$ cat src/rtl/delay_line_code_stepper.sv
// Binary-code to one-hot tap select for the tristate-inverter delay line.
// Walks one tap per dwell period toward each request, then settles and pulses done.
module delay_line_code_stepper #(
    parameter int CONTROL_WIDTH = 128,
    parameter int CODE_WIDTH    = 7,
    parameter int STEP_CYCLES   = 4
) (
    input  logic                     clock,
    input  logic                     reset,
    input  logic                     code_valid,
    output logic                     code_ready,
    input  logic [CODE_WIDTH-1:0]    code,
    output logic [CONTROL_WIDTH-1:0] ctl,
    output logic [CONTROL_WIDTH-1:0] ctl_b,
    output logic [CODE_WIDTH-1:0]    cur_code,
    output logic                     busy,
    output logic                     done
);

    localparam int DWELL_WIDTH =
        (STEP_CYCLES > 1) ? $clog2(STEP_CYCLES) : 1;
    localparam logic [DWELL_WIDTH-1:0] DWELL_LAST =
        DWELL_WIDTH'(STEP_CYCLES - 1);
    localparam logic [CODE_WIDTH-1:0] TOP_IDX =
        CODE_WIDTH'(CONTROL_WIDTH - 1);

    typedef enum logic [1:0] {
        IDLE,
        STEP,
        SETTLE
    } state_t;

    state_t                   state;
    state_t                   state_n;
    logic [CODE_WIDTH-1:0]    cur_idx;
    logic [CODE_WIDTH-1:0]    cur_idx_n;
    logic [CODE_WIDTH-1:0]    target;
    logic [CODE_WIDTH-1:0]    target_n;
    logic [DWELL_WIDTH-1:0]   dwell;
    logic [DWELL_WIDTH-1:0]   dwell_n;
    logic                     done_n;
    logic [CODE_WIDTH-1:0]    clamped;
    logic                     dwell_last;
    logic [CONTROL_WIDTH-1:0] ctl_n;

    // Out-of-range requests pin to the top tap so cur_idx can never leave the line.
    assign clamped    = (code > TOP_IDX) ? TOP_IDX : code;
    assign dwell_last = (dwell == DWELL_LAST);

    assign code_ready = (state == IDLE);
    assign busy       = (state != IDLE);
    assign cur_code   = cur_idx;

    always_comb begin
        state_n   = state;
        cur_idx_n = cur_idx;
        target_n  = target;
        dwell_n   = dwell;
        done_n    = 1'b0;
        unique case (state)
            IDLE: begin
                if (code_valid) begin
                    target_n = clamped;
                    dwell_n  = '0;
                    state_n  = (clamped != cur_idx) ? STEP : SETTLE;
                end
            end
            STEP: begin
                if (dwell_last) begin
                    dwell_n = '0;
                    if (target > cur_idx) begin
                        cur_idx_n = cur_idx + CODE_WIDTH'(1);
                    end else begin
                        cur_idx_n = cur_idx - CODE_WIDTH'(1);
                    end
                    if (cur_idx_n == target) begin
                        state_n = SETTLE;
                    end
                end else begin
                    dwell_n = dwell + DWELL_WIDTH'(1);
                end
            end
            SETTLE: begin
                if (dwell_last) begin
                    dwell_n = '0;
                    done_n  = 1'b1;
                    state_n = IDLE;
                end else begin
                    dwell_n = dwell + DWELL_WIDTH'(1);
                end
            end
            default: begin
                state_n = IDLE;
            end
        endcase
    end

    // Tap select is decoded from the next index so ctl moves on the same edge.
    always_comb begin
        ctl_n = CONTROL_WIDTH'(1) << cur_idx_n;
    end

    always_ff @(posedge clock or posedge reset) begin
        if (reset) begin
            state   <= IDLE;
            cur_idx <= '0;
            target  <= '0;
            dwell   <= '0;
            done    <= 1'b0;
            ctl     <= CONTROL_WIDTH'(1);
            ctl_b   <= ~CONTROL_WIDTH'(1);
        end else begin
            state   <= state_n;
            cur_idx <= cur_idx_n;
            target  <= target_n;
            dwell   <= dwell_n;
            done    <= done_n;
            ctl     <= ctl_n;
            ctl_b   <= ~ctl_n;
        end
    end

endmodule
$ cat config.mk
export PLATFORM = sky130hd
export DESIGN_NAME = delay_line_code_stepper
export DESIGN_NICKNAME = d
export VERILOG_FILES = /design/src/rtl/delay_line_code_stepper.sv
export SDC_FILE = /design/constraint.sdc
export NUM_CORES = 1
export LEC_CHECK = 0
export CELL_PAD_IN_SITES_DETAIL_PLACEMENT = 1
export CELL_PAD_IN_SITES_GLOBAL_PLACEMENT = 1
export CORE_MARGIN = 2
export CORE_UTILIZATION = 39
export CTS_CLUSTER_SIZE = 16
export DETAILED_ROUTE_END_ITERATION = 8
export PLACE_DENSITY_LB_ADDON = 0.15
export SLEW_MARGIN = 20
export SYNTH_ARGS = -nofsm -noshare
export SYNTH_HDL_FRONTEND = slang
export SYNTH_SLANG_ARGS = --single-unit
$ cat constraint.sdc
create_clock -name clock -period 10.4 [get_ports clock]
set_input_delay 1.04 -clock clock [delete_from_list [all_inputs] [get_ports clock]]
set_output_delay 1.04 -clock clock [all_outputs]
set_load 0.02 [all_outputs]
=== Yosys cells after proc, flatten, opt, wreduce, memory -nomap -nowiden ===
Cells that the tools add are included.

* Bits in registers: 275
* Word-level logic and storage cells: 47

* Equality and inequality tests: 9
* Reduce and logical (&&, ||, !) cells: 7
* Add/sub/neg operators: 3
* Shifts and indexed selects: 1
* Multiplexer cells: 17
* Bitwise operators: 1
* $lt $le $gt $ge: 2

{| class="wikitable"
|+ Operators with widths
! kind !! count
|-
| NOT 128 bit || 1
|-
| left shift 1 x 7 -> 128 bit (first input constant) || 1
|-
| 2-to-1 mux 7 bit || 6
|-
| 2-to-1 mux 2 bit || 7
|-
| inequality test 2 bit (second input constant) || 4
|-
| adder 7 x 1 -> 7 bit (second input constant) || 1
|-
| == test 7 bit || 1
|-
| greater-than comparator 7 bit || 1
|-
| greater-than comparator 7 bit (second input constant) || 1
|-
| inequality test 7 bit || 1
|-
| subtractor 7 x 1 -> 7 bit (second input constant) || 1
|-
| one-hot mux 2 bit (3 select lines) || 1
|-
| == test 2 bit (second input constant) || 2
|-
| one-hot mux 2 bit (2 select lines) || 1
|-
| AND reduction 2 bit || 2
|-
| AND reduction 4 bit || 1
|-
| nonzero test 2 bit || 2
|-
| adder 2 x 1 -> 2 bit (second input constant) || 1
|-
| == test 2 x 1 -> 1 bit (second input constant) || 1
|-
| logical NOT 2 bit || 1
|-
| 2-to-1 mux 1 bit || 2
|-
| OR reduction 2 bit || 1
|}

=== Longest topological paths before layout ===
Gate-level depths: netlist of the first run.

* Depth after elaboration: 8
* Mapped depth: 17

=== Worst setup path before layout of the first run ===
Ideal clock, no wire load.

* Path type: reg2reg
* Start point: register cur_idx[6], in the netlist cur_code[6]
* End point: register state[0]
* Slack: 6.286 ns
* Cell stages (with the launch flop): 15
* Setup time: 0.128 ns
* Arrival time: 3.987 ns
* Data required time: 10.272 ns
* Cell sequence: dfrtp_1 > clkbuf_1 > buf_2 > inv_1 > ha_1 > a21oi_1 > o21ai_1 > o22ai_4 > inv_1 > fa_1 > xnor2_1 > or4b_1 > nor4_1 > a41oi_1 > mux2_1

* Cells in the longest elaborated chain, start to end: 7

{| class="wikitable"
|+ RTL lines
! what !! RTL line !! source
|-
| start: declaration || 35 || <nowiki>logic [CODE_WIDTH-1:0] cur_idx;</nowiki>
|-
| start signal: assignment || 114 || <nowiki>cur_idx <= cur_idx_n;</nowiki>
|-
| subtractor 7 x 1 -> 7 bit (tied with other cells) || 74 || <nowiki>cur_idx_n = cur_idx - CODE_WIDTH'(1);</nowiki>
|-
| 2-to-1 mux 7 bit || 71 || <nowiki>if (target > cur_idx) begin</nowiki>
|-
| 2-to-1 mux 7 bit || 69 || <nowiki>if (dwell_last) begin</nowiki>
|-
| 2-to-1 mux 7 bit || 60 || <nowiki>unique case (state)</nowiki>
|-
| == test 7 bit || 76 || <nowiki>if (cur_idx_n == target) begin</nowiki>
|-
| inequality test 2 bit (no line) || -- ||
|-
| AND reduction 4 bit (no line) || -- ||
|-
| end signal: assignment || 113 || <nowiki>state <= state_n;</nowiki>
|-
| end: declaration || 33 || <nowiki>state_t state;</nowiki>
|}

Parallel ways exist; a longest one is shown, timed or not. The select of a mux whose other input is x is not followed.
A chain may end at the register's enable or synchronous reset.

=== Worst setup path after layout of the first run ===
* Start point: register cur_idx[6], in the netlist cur_code[6]
* End point: register ctl[22]

* Cells in the longest elaborated chain, start to end: 7

{| class="wikitable"
|+ RTL lines
! what !! RTL line !! source
|-
| greater-than comparator 7 bit || 71 ||
|-
| 2-to-1 mux 7 bit || 71 ||
|-
| 2-to-1 mux 7 bit || 69 ||
|-
| 2-to-1 mux 7 bit || 60 ||
|-
| 2-to-1 mux 7 bit || 69 ||
|-
| 2-to-1 mux 7 bit || 60 ||
|-
| named net cur_idx_n[3] || 36 || <nowiki>logic [CODE_WIDTH-1:0] cur_idx_n;</nowiki>
|-
| left shift 1 x 7 -> 128 bit || 100 || <nowiki>ctl_n = CONTROL_WIDTH'(1) << cur_idx_n;</nowiki>
|-
| named net ctl_n[22] || 44 || <nowiki>logic [CONTROL_WIDTH-1:0] ctl_n;</nowiki>
|-
| end signal: assignment || 118 || <nowiki>ctl <= ctl_n;</nowiki>
|-
| end: declaration || 13 || <nowiki>output logic [CONTROL_WIDTH-1:0] ctl,</nowiki>
|}

The timed path passes the listed nets, and every way through them passes these cells. The select of a mux whose other input is x is not followed.

==> results of run 1 <==
-- cell families (layout without fill, tap and decap cells) --
group,count (synthesis),after routing,share of synthesized area
and+or+nand+nor,191,191,0.07866
xor gates and xnor gates,17,17,0.01639
buffers and inverters,77,356,0.03865
AOI/OAI and AO/OA,297,297,0.1952
adders and majority gates,19,19,0.02215
muxes,12,12,0.01288
DFF,275,275,0.6361
-- through the flow --
step,power (mW),instances,hold slack [ns],setup slack [ns]
global placement,3.342,1489,0.4966,5.736
global route,4.664,1545,0.5427,5.175
finish,4.427,1545,0.5197,5.516
detailed placement,3.390,1489,0.5030,5.660
CTS,4.441,1544,0.5168,5.548
floorplan,2.757,888,0.4794,1.991
-- worst reg2reg max path, cell delays in order (launching register included) --
cell	delay, ns
sky130_fd_sc_hd__dfrtp_1	0.81
sky130_fd_sc_hd__inv_1	0.17
sky130_fd_sc_hd__ha_1	0.39
sky130_fd_sc_hd__a21oi_1	0.16
sky130_fd_sc_hd__o21ai_1	0.12
sky130_fd_sc_hd__o22ai_4	0.37
sky130_fd_sc_hd__ha_1	0.34
sky130_fd_sc_hd__and3_1	0.21
sky130_fd_sc_hd__nor3_1	0.37
sky130_fd_sc_hd__o31a_1	0.59
sky130_fd_sc_hd__inv_6	0.12
sky130_fd_sc_hd__nor2_2	0.50
sky130_fd_sc_hd__nand2_1	0.32
sky130_fd_sc_hd__o22ai_1	0.30
-- registers in the layout (all words and copies together), names as in the netlist --
register / cells
ctl: 128
ctl_b: 128
cur_code: 7
target: 7
dwell: 2
state: 2
done: 1
-- how the worst max path moves through the flow --
stage / endpoint / startpoint / cells after the start
global placement: ctl[71] / cur_code[6] / 13
finish: ctl[22] / cur_code[6] / 13
detailed placement: ctl[20] / cur_code[6] / 13
floorplan: ctl[100] / reset / 1
global route: ctl[22] / cur_code[6] / 13
CTS: ctl[22] / cur_code[6] / 13
-- cells in the mapped netlist (all sizes together) (3+ instances only) --
library cell    n  area share
dfrtp         147        0.33
o22ai         129       0.074
dfstp         128        0.30
a22oi          93       0.064
nand2          89       0.032
nor2           69       0.025
buf            50       0.029
o22a           36       0.028
ha             18       0.020
inv            17      0.0064
a21oi          10      0.0066
clkbuf         10      0.0034
xnor2          10      0.0079
mux2            8      0.0081
nand3           8      0.0036
nor3            8      0.0076
o21ai           6      0.0027
xor2            6      0.0064
mux2i           4      0.0047
o21a            4      0.0027
a21boi          3      0.0020
and2            3      0.0019
o31a            3      0.0024
o31ai           3      0.0025
-- routing by layer --
layer | track usage | wire length, um | vias up
met2 | 0.4014 | 17920 | 262
li1 | - | - | 3798
met4 | 0.07563 | 1096 | 0
met3 | 0.03273 | 1676 | 59
met1 | 0.2987 | 14390 | 4429
met5 | 0 | 0 | -
-- layout by cell type, fill, tap and decap left out, drive strengths merged, types with 9 or more instances in the layout --
cell type and count:
a22oi 93, a21oi 10, clkdlybuf4s50 275, nand2 89, buf 9, nor2 69
clkbuf 52, inv 17, o22ai 129, xnor2 10, ha 18, o22a 36
dfstp 128, dfrtp 147
-- power breakdown --
group / internal, mW / total, mW / switching [mW]
Clock: 0.609 / 1.03 / 0.419
Sequential: 1.21 / 1.31 / 0.100
Combinational: 0.669 / 2.09 / 1.42
-- cell type report --
class / instances / area [sq um] / area share
Clock buffer: 52 / 944.7 / 0.06291
Clock inverter: 3 / 15.01 / 0.0009998
Inverter: 17 / 78.83 / 0.005249
Multi-Input combinational cell: 536 / 3623 / 0.2413
Sequential cell: 275 / 7042 / 0.4689
Tap cell: 378 / 473.0 / 0.03149
Timing Repair Buffer: 284 / 2840 / 0.1891
==> metrics, run 1 <==
area of the mapped netlist=between 10000 and 15000 sq um; antenna cells=0; share of the clock period used by the worst path=0.4696; top achievable clock speed=204.8 MHz; hold path depth=1; fill cell instance count of the final layout=2890; GR Util All Layers=0.2313; final cell area excluding filler cells=approximately 15000 sq um; worst-case reg-to-reg path depth=13; final worst path period need=4.884 ns; number of distinct library cells after synthesis=63; number of failing setup endpoints in the final timing report=0; TritonCTS clock tree=yes; hold buffer count at cts=0; pin count of the biggest net entering global routing=approximately 140; clock skew after layout=around 0.016 ns; YS warnings=0; average vias per placed instance=5.533; Setup Total Neg Slack=0 ns; Skew-Pair Late Insertion Delay=0.55 ns; endpoint type of the worst setup path=register; post-synthesis sequential area ratio=0.6361; Max stage delay cell, worst path=sky130_fd_sc_hd__dfrtp_1; mean instance size in the synthesized netlist=12.47 sq um; result of the run=completed; number of CTS-inserted buffers=30; number of DRC violations after detailed-routing iteration 0=681; data required time of the worst path=10.83 ns; CTS resizes=0; Placed Instance Area=14030 sq um; Crit path max-delay family=compound AO/OA/AOI/OAI gates; minimum setup slack among reg-to-reg paths=5.52 ns; wire length of the first global-routing pass=about 53000 um; last weighted congestion value of the routability-driven placer=0.8223; predominant post-synthesis flop cell=sky130_fd_sc_hd__dfrtp_1; die footprint=29750 sq um; number of instances in the synthesized netlist=888; P&R area growth vs syn=35.65%; die boundary width=172.5 um; Vias=8548; Synthesized Nets=917; slew at the pin with the worst max-slew slack=1.045 ns; worst hold endpoint=target[0]; detailed placement HPWL=22950 um; Worst R2R End=ctl[22]; Peak VDD IR=0.3309 mV; chip height=172.5 um; number of buffers on the longest clock path=3; RSZ-0062 raised after global routing=false; placeable core region=roughly 28000 sq um; total number of H-tree levels=1; number of clock sinks=275; delay of the slowest cell on the worst path=0.81 ns; DRC errors left=0; root buffer cell=sky130_fd_sc_hd__clkbuf_16; max_slew headroom=0.3035; max-capacitance violation count=0; Util after Layout=0.5391; final wirelength=35080 um; worst-path maximum fanout=16; number of synthesized register bits=about 280; drt wl/cell=22.70 um; Hold Fails Final Rpt=0; share of post-route cells with drive strength above 1=0.1919; number of enable flip-flop cells after synthesis=0; initial standard-cell utilization of the core=0.3974; Startpoint Class=register; Cell Rows=61; leftover overflow at the end of global routing=0; Synth async-reset ratio=1.000; number of antenna violations at the first check in global routing=0; leakage power of the design=just under 6 nW; total I/O pin count=276; type of the worst min-delay path=reg -> reg; CP Class=reg -> reg; final net count=1173; buffer count from post-CTS setup fixing=0; vias in the first global route=8955; sequence of cells on the critical path=inv_1 > ha_1 > a21oi_1 > o21ai_1 > o22ai_4 > ha_1 > and3_1 > nor3_1 > o31a_1 > inv_6 > nor2_2 > nand2_1 > o22ai_1; clock-pin transition on the worst setup and hold timing paths=approximately 0.06 ns; IO Port Bufs=roughly 280; number of routed nets with antenna violations=0; Worst Min Path Start=target[0]; WP buf/inv=2; count of TritonRoute iterations in the first routing pass=6; startpoint of the lowest-slack register-to-register path=cur_code[6]; worst path arrival time=5.32 ns; cell mode on critical path=sky130_fd_sc_hd__ha_1; pwr/cell area=294.8 nW/um^2; Final Slew Violations=0
Power figures use the tool's default switching activity.
==> inputs of run 2 (changes only) <==
==> constraint.sdc (replaced) <==
create_clock -name clock -period 4.9 [get_ports clock]
set_input_delay 0.49 -clock clock [delete_from_list [all_inputs] [get_ports clock]]
set_output_delay 0.49 -clock clock [all_outputs]
set_load 0.02 [all_outputs]
==> metrics, run 2 (synthesis gave the netlist of run 1 again) <==
clock-pin transition on the worst setup and hold timing paths=0.06 ns; result of the run=completed; detailed placement HPWL=23560 um; Multi-input gate area=3623 sq um; worst-case reg-to-reg path depth=14; root buffer cell=sky130_fd_sc_hd__clkbuf_16; Vias=8529; hold buffer count at cts=0; number of antenna violations at the first check in global routing=0; number of routed nets with antenna violations=0; WP buf/inv=3; drt wl/cell=22.13 um; number of clock sinks=275; number of DRC violations after detailed-routing iteration 0=694; pin count of the biggest net entering global routing=~130; Max stage delay cell, worst path=sky130_fd_sc_hd__buf_4; P_sw=4.060 mW; Final Slew Violations=0; startpoint of the lowest-slack register-to-register path=cur_code[2]; die footprint=29750 sq um; leading cell types in the layout, fill and taps excluded=sky130_fd_sc_hd__clkdlybuf4s50_1, sky130_fd_sc_hd__dfrtp_1, sky130_fd_sc_hd__o22ai_1, sky130_fd_sc_hd__dfstp_2, sky130_fd_sc_hd__a22oi_1; share of the clock period used by the worst path=0.9121; endpoint type of the worst setup path=register; fill cell instance count of the final layout=2802; final net count=~1200; placeable core region=about 28000 sq um; Util after Layout=0.5451; sequence of cells on the critical path=inv_1 > ha_1 > a21oi_1 > a21oi_2 > o22ai_4 > inv_1 > fa_1 > nand3b_1 > a21oi_2 > a211oi_4 > xor2_4 > or3_2 > buf_4 > o22ai_1; proportion of power drawn by the clock network=0.228; Hold Fails Final Rpt=0; initial standard-cell utilization of the core=0.3974; CP Class=reg -> reg; Cell Rows=61; last weighted congestion value of the routability-driven placer=~0.84; wire length of the first global-routing pass=51760 um; GR Util All Layers=0.2279; internal power of the cells=5.392 mW; Startpoint Class=register; die boundary width=172.5 um; max-capacitance violation count=0; antenna cells=0; number of CTS-inserted buffers=29; leftover overflow at the end of global routing=0; max_slew headroom=0.3470; top achievable clock speed=roughly 220 MHz; final wirelength=34400 um; TritonCTS clock tree=yes; final worst path period need=~4.5 ns; vias in the first global route=8792; CTS resizes=0; power share of the sequential group=0.290; leakage power of the design=5.862 nW; delay of the slowest cell on the worst path=between 0.6 and 0.7 ns; data required time of the worst path=roughly 5.3 ns; total number of H-tree levels=1; number of failing setup endpoints in the final timing report=0; worst path arrival time=4.83 ns; share of post-route cells with drive strength above 1=0.2024; Worst Setup Slack post-DPL=0.4533 ns; chip height=172.5 um; Skew-Pair Late Insertion Delay=~0.54 ns; Crit path max-delay family=compound AO/OA/AOI/OAI gates; DRC errors left=0; pwr/cell area=622.4 nW/um^2; worst-path maximum fanout=slightly above 80; RSZ-0062 raised after global routing=false; sequential cell area=just over 7000 sq um; buffer count from post-CTS setup fixing=0; P&R area growth vs syn=37.16%; largest registers ranked by flip-flop count=ctl: 128 flops, ctl_b: 128 flops; Setup WS post-layout=0.4308 ns; minimum setup slack among reg-to-reg paths=0.43 ns; clock skew after layout=0.01465 ns; total I/O pin count=276; Setup Total Neg Slack=0 ns; IO Port Bufs=275; Logic pwr share=0.482; leading cell type in the layout, fill and taps excluded=sky130_fd_sc_hd__clkdlybuf4s50_1; average vias per placed instance=5.488; count of TritonRoute iterations in the first routing pass=5; number of buffers on the longest clock path=3; Worst R2R End=ctl[107]; net switching share of the total power=0.4296; type of the worst min-delay path=in -> async; slew at the pin with the worst max-slew slack=0.9795 ns; Peak VDD IR=0.5364 mV
-- run 2: area by class of cell --
class | instances | share of cell area
Clock buffer | 48 | 0.06114
Clock inverter | 5 | 0.001813
Inverter | 17 | 0.004944
Multi-Input combinational cell | 536 | 0.2386
Sequential cell | 275 | 0.4637
Tap cell | 378 | 0.03115
Timing Repair Buffer | 295 | 0.1986
-- run 2: how the worst max path moves through the flow --
| stage | start | to | slack, ns | cells after the start |
|---|---|---|---|---|
| final | cur_code[2] | ctl[107] | 0.43 | 14 |
| after global routing | cur_code[2] | ctl[4] | 0.07 | 14 |
| after CTS | cur_code[2] | ctl[111] | 0.40 | 14 |
| after detailed placement | cur_code[2] | ctl[111] | 0.45 | 14 |
| after global placement | cur_code[2] | ctl[111] | 0.52 | 14 |
| after floorplan | cur_code[6] | state[0] | 0.79 | 14 |
-- run 2: per-layer routing --
metal  track usage  wire (um)  up-vias
met3       0.03067       1672       65
met5             0          0        -
met2        0.3751      16860      279
met1        0.3089      14670     4359
li1              -          -     3826
met4       0.08403       1190        0
-- run 2: stage by stage --
stage / instance area [sq um] / power [mW] / hold slack [ns] / std cells
2_1_floorplan: 11070 / 5.853 / 0.4794 / 888
3_3_place_gp: 14210 / 7.224 / 0.4888 / 1500
3_5_place_dp: 14210 / 7.330 / 0.4972 / 1500
4_1_cts: 15160 / 9.520 / 0.5111 / 1553
5_1_grt: 15180 / 9.991 / 0.3429 / 1554
6_report: 15180 / 9.452 / 0.3333 / 1554
-- run 2: power by group through the flow --
stage / registers [mW] / clock network, mW / logic (mW)
4_1_cts: 2.74 / 2.20 / 4.58
5_1_grt: 2.76 / 2.29 / 4.93
3_5_place_dp: 2.78 / 0 / 4.55
2_1_floorplan: 2.99 / 0 / 2.86
3_3_place_gp: 2.77 / 0 / 4.46
6_report: 2.74 / 2.15 / 4.56
==> inputs of run 3 (changes only) <==
--- a/config.mk
+++ b/config.mk
@@ -5,12 +5,14 @@
 export SDC_FILE = /design/constraint.sdc
 export NUM_CORES = 1
 export LEC_CHECK = 0
+export ABC_AREA = 1
 export CELL_PAD_IN_SITES_DETAIL_PLACEMENT = 1
 export CELL_PAD_IN_SITES_GLOBAL_PLACEMENT = 1
 export CORE_MARGIN = 2
-export CORE_UTILIZATION = 39
+export CORE_UTILIZATION = 37
 export CTS_CLUSTER_SIZE = 16
 export DETAILED_ROUTE_END_ITERATION = 8
+export GPL_TIMING_DRIVEN = 0
 export PLACE_DENSITY_LB_ADDON = 0.15
 export SLEW_MARGIN = 20
 export SYNTH_ARGS = -nofsm -noshare
==> metrics, run 3 <==
result of the run=completed; leakage power of the design=about 6.7 nW; GR Util All Layers=0.1978; dominant cell type by area after synthesis=sky130_fd_sc_hd__dfrtp_1; clock-pin transition on the worst setup and hold timing paths=~0.06 ns; worst-path maximum fanout=9; Vias=6891; worst-case reg-to-reg path depth=19; final worst path period need=3.727 ns; placeable core region=26880 sq um; Worst Setup Slack post-DPL=between 1 and 1.5 ns; Cell Rows=60; root buffer cell=sky130_fd_sc_hd__clkbuf_16; total I/O pin count=276; number of routed nets with antenna violations=0; synthesized-area fraction occupied by xor and xnor cells=0.008551; last weighted congestion value of the routability-driven placer=0.8223; largest registers ranked by flip-flop count=ctl: 128 flops, ctl_b: 128 flops; chip height=around 170 um; P&R area growth vs syn=43.09%; number of instances in the synthesized netlist=896; die boundary width=169.2 um; clock skew after layout=0.01127 ns; Peak VDD IR=0.2859 mV; Setup WS post-layout=1.173 ns; number of clock sinks=275; sequential cell area=7042 sq um; initial standard-cell utilization of the core=0.3757; antenna cells=0; post-synthesis sequential area ratio=0.6975; total number of H-tree levels=1; drt wl/cell=18.01 um; number of failing setup endpoints in the final timing report=0; CTS resizes=0; internal power of the cells=between 4 and 5 mW; CP Class=reg -> reg; net switching share of the total power=0.3572; most area-consuming cells after synthesis=sky130_fd_sc_hd__dfrtp_1, sky130_fd_sc_hd__dfstp_2, sky130_fd_sc_hd__inv_1; minimum setup slack among reg-to-reg paths=between 1 and 1.5 ns; largest family of logic cells by synthesized area=simple AND/OR/NAND/NOR gates; DRC errors left=0; area of the mapped netlist=10100 sq um; max-capacitance violation count=0; buffer count from post-CTS setup fixing=0; number of buffers on the longest clock path=3; predominant post-synthesis flop cell=sky130_fd_sc_hd__dfrtp_1; Startpoint Class=register; top achievable clock speed=268.3 MHz; slew at the pin with the worst max-slew slack=0.5244 ns; number of synthesized register bits=275; Synthesized Nets=925; TritonCTS clock tree=yes; RSZ-0062 raised after global routing=false; fraction of synthesized area in multiplexers=0.003346; mean instance size in the synthesized netlist=around 11 sq um; power share of the sequential group=0.360; IO Port Bufs=approximately 280; max_slew headroom=0.6504; most frequently used cell type in the post-synthesis netlist=sky130_fd_sc_hd__inv_1; Logic pwr share=0.340; average vias per placed instance=about 4.4; post-synthesis simple-gate area fraction=0.1576; Final Slew Violations=0; leading cell type in the layout, fill and taps excluded=sky130_fd_sc_hd__clkdlybuf4s50_1; endpoint type of the worst setup path=register; number of DRC violations after detailed-routing iteration 0=282; post-synthesis share of cell area spent on full adders, half adders and majority gates=0.02429; Hold Fails Final Rpt=0; number of enable flip-flop cells after synthesis=0; final wirelength=28360 um; Total Power=7.238 mW; Util after Layout=0.5375; Synth top cells by count=sky130_fd_sc_hd__inv_1, sky130_fd_sc_hd__nand2_1, sky130_fd_sc_hd__dfrtp_1; proportion of power drawn by the clock network=0.301; number of CTS-inserted buffers=30; worst path arrival time=approximately 4.2 ns; number of distinct library cells after synthesis=33; Synth async-reset ratio=1.000; YS warnings=0; leftover overflow at the end of global routing=0; share of the clock period used by the worst path=0.7607; wire length of the first global-routing pass=approximately 43000 um; Multi-input gate area=2097 sq um; number of antenna violations at the first check in global routing=0; P_sw=2.585 mW; count of TritonRoute iterations in the first routing pass=4; synthesized-area fraction occupied by ao, oa, aoi and oai cells=0.01388; pwr/cell area=501.0 nW/um^2; detailed placement HPWL=21880 um; area share of the leading cell type in the synthesized netlist=0.3644; type of the worst min-delay path=in -> async; die footprint=28620 sq um; fill cell instance count of the final layout=2885; data required time of the worst path=5.39 ns; leading cell types in the layout, fill and taps excluded=sky130_fd_sc_hd__clkdlybuf4s50_1, sky130_fd_sc_hd__inv_1, sky130_fd_sc_hd__nand2_1, sky130_fd_sc_hd__dfrtp_1, sky130_fd_sc_hd__dfstp_2; vias in the first global route=7478; hold buffer count at cts=0; Skew-Pair Late Insertion Delay=between 0.5 and 0.6 ns; final net count=~1200; pin count of the biggest net entering global routing=35; share of post-route cells with drive strength above 1=0.2374
[run 3: changes by cell type in the layout (fill, tap and decap cells not counted), moves of 36 or more]
cell                      previous run  this run
sky130_fd_sc_hd__o22ai_1           128         0
sky130_fd_sc_hd__inv_1              13       170
sky130_fd_sc_hd__o22a_1             36         0
sky130_fd_sc_hd__a22oi_1            92         0
sky130_fd_sc_hd__nand2_1            83       157
sky130_fd_sc_hd__nor2_1             63       110
[run 3: per-stage QoR]
| step | hold WS, ns | instance area (sq um) | std cells | TNS (ns) |
|---|---|---|---|---|
| 2_1_floorplan | 0.4798 | 10100 | 896 | 0 |
| 3_3_place_gp | 0.4974 | 13280 | 1512 | -137.50 |
| 3_5_place_dp | 0.5124 | 13470 | 1521 | 0 |
| 4_1_cts | 0.2312 | 14450 | 1575 | 0 |
| 5_1_grt | 0.2733 | 14450 | 1575 | 0 |
| 6_report | 0.2424 | 14450 | 1575 | 0 |
[run 3: layout make-up]
type | count | share of cell area
timing repair buffer | 284 | 0.2041
buffer | 23 | 0.01507
sequential | 275 | 0.4874
multi-input combinational | 401 | 0.1452
tap | 341 | 0.02953
clock inverter | 8 | 0.005630
clock buffer | 46 | 0.06167
inverter | 197 | 0.05145
[run 3: worst paths after layout]
check                             from         to
max                        cur_code[5]   ctl[121]
min                              reset    ctl[32]
max reg2reg                cur_code[5]   ctl[121]
min reg2reg                   dwell[1]   dwell[1]
max in group asynchronous        reset  ctl_b[51]
min in group clock            dwell[1]   dwell[1]
[run 3: worst max-delay path, cell delays in order (launching register included)]
cell and delay, ns:
sky130_fd_sc_hd__dfrtp_1 0.52, sky130_fd_sc_hd__inv_1 0.09, sky130_fd_sc_hd__ha_1 0.29, sky130_fd_sc_hd__nand2_1 0.07
sky130_fd_sc_hd__nor2_1 0.17, sky130_fd_sc_hd__nand3_1 0.13, sky130_fd_sc_hd__nand2_2 0.21, sky130_fd_sc_hd__inv_1 0.08
sky130_fd_sc_hd__fa_1 0.40, sky130_fd_sc_hd__xor2_1 0.22, sky130_fd_sc_hd__inv_1 0.11, sky130_fd_sc_hd__o21ai_4 0.23
sky130_fd_sc_hd__inv_2 0.10, sky130_fd_sc_hd__nor2_1 0.15, sky130_fd_sc_hd__nand2_1 0.08, sky130_fd_sc_hd__nor2_1 0.27
sky130_fd_sc_hd__inv_1 0.07, sky130_fd_sc_hd__nor2_1 0.29, sky130_fd_sc_hd__nand2_1 0.13, sky130_fd_sc_hd__inv_1 0.06
[run 3: cells by family (layout without fill, tap and decap cells)]
| logic type | after synthesis | after routing |
|---|---|---|
| xor+xnor | 9 | 9 |
| compound gates | 20 | 20 |
| fa+ha+maj | 19 | 19 |
| flops | 275 | 275 |
| mux | 3 | 3 |
| buf+inv | 220 | 558 |
| simple gates | 350 | 350 |
[run 3: power by group through the flow]
stage	Combinational (mW)	Clock, mW	Sequential, mW
finish	2.46	2.18	2.60
global route	2.71	2.32	2.63
CTS	2.49	2.24	2.61
detailed placement	2.48	0	2.64
global placement	2.40	0	2.64
floorplan	1.54	0	2.76
[run 3: metal layers]
layer,vias to the layer above,track usage,wire (um)
met5,-,0,0
met4,0,0.03753,404
met1,3445,0.2484,11780
met2,192,0.3496,14250
met3,30,0.04921,1928
li1,3224,-,-
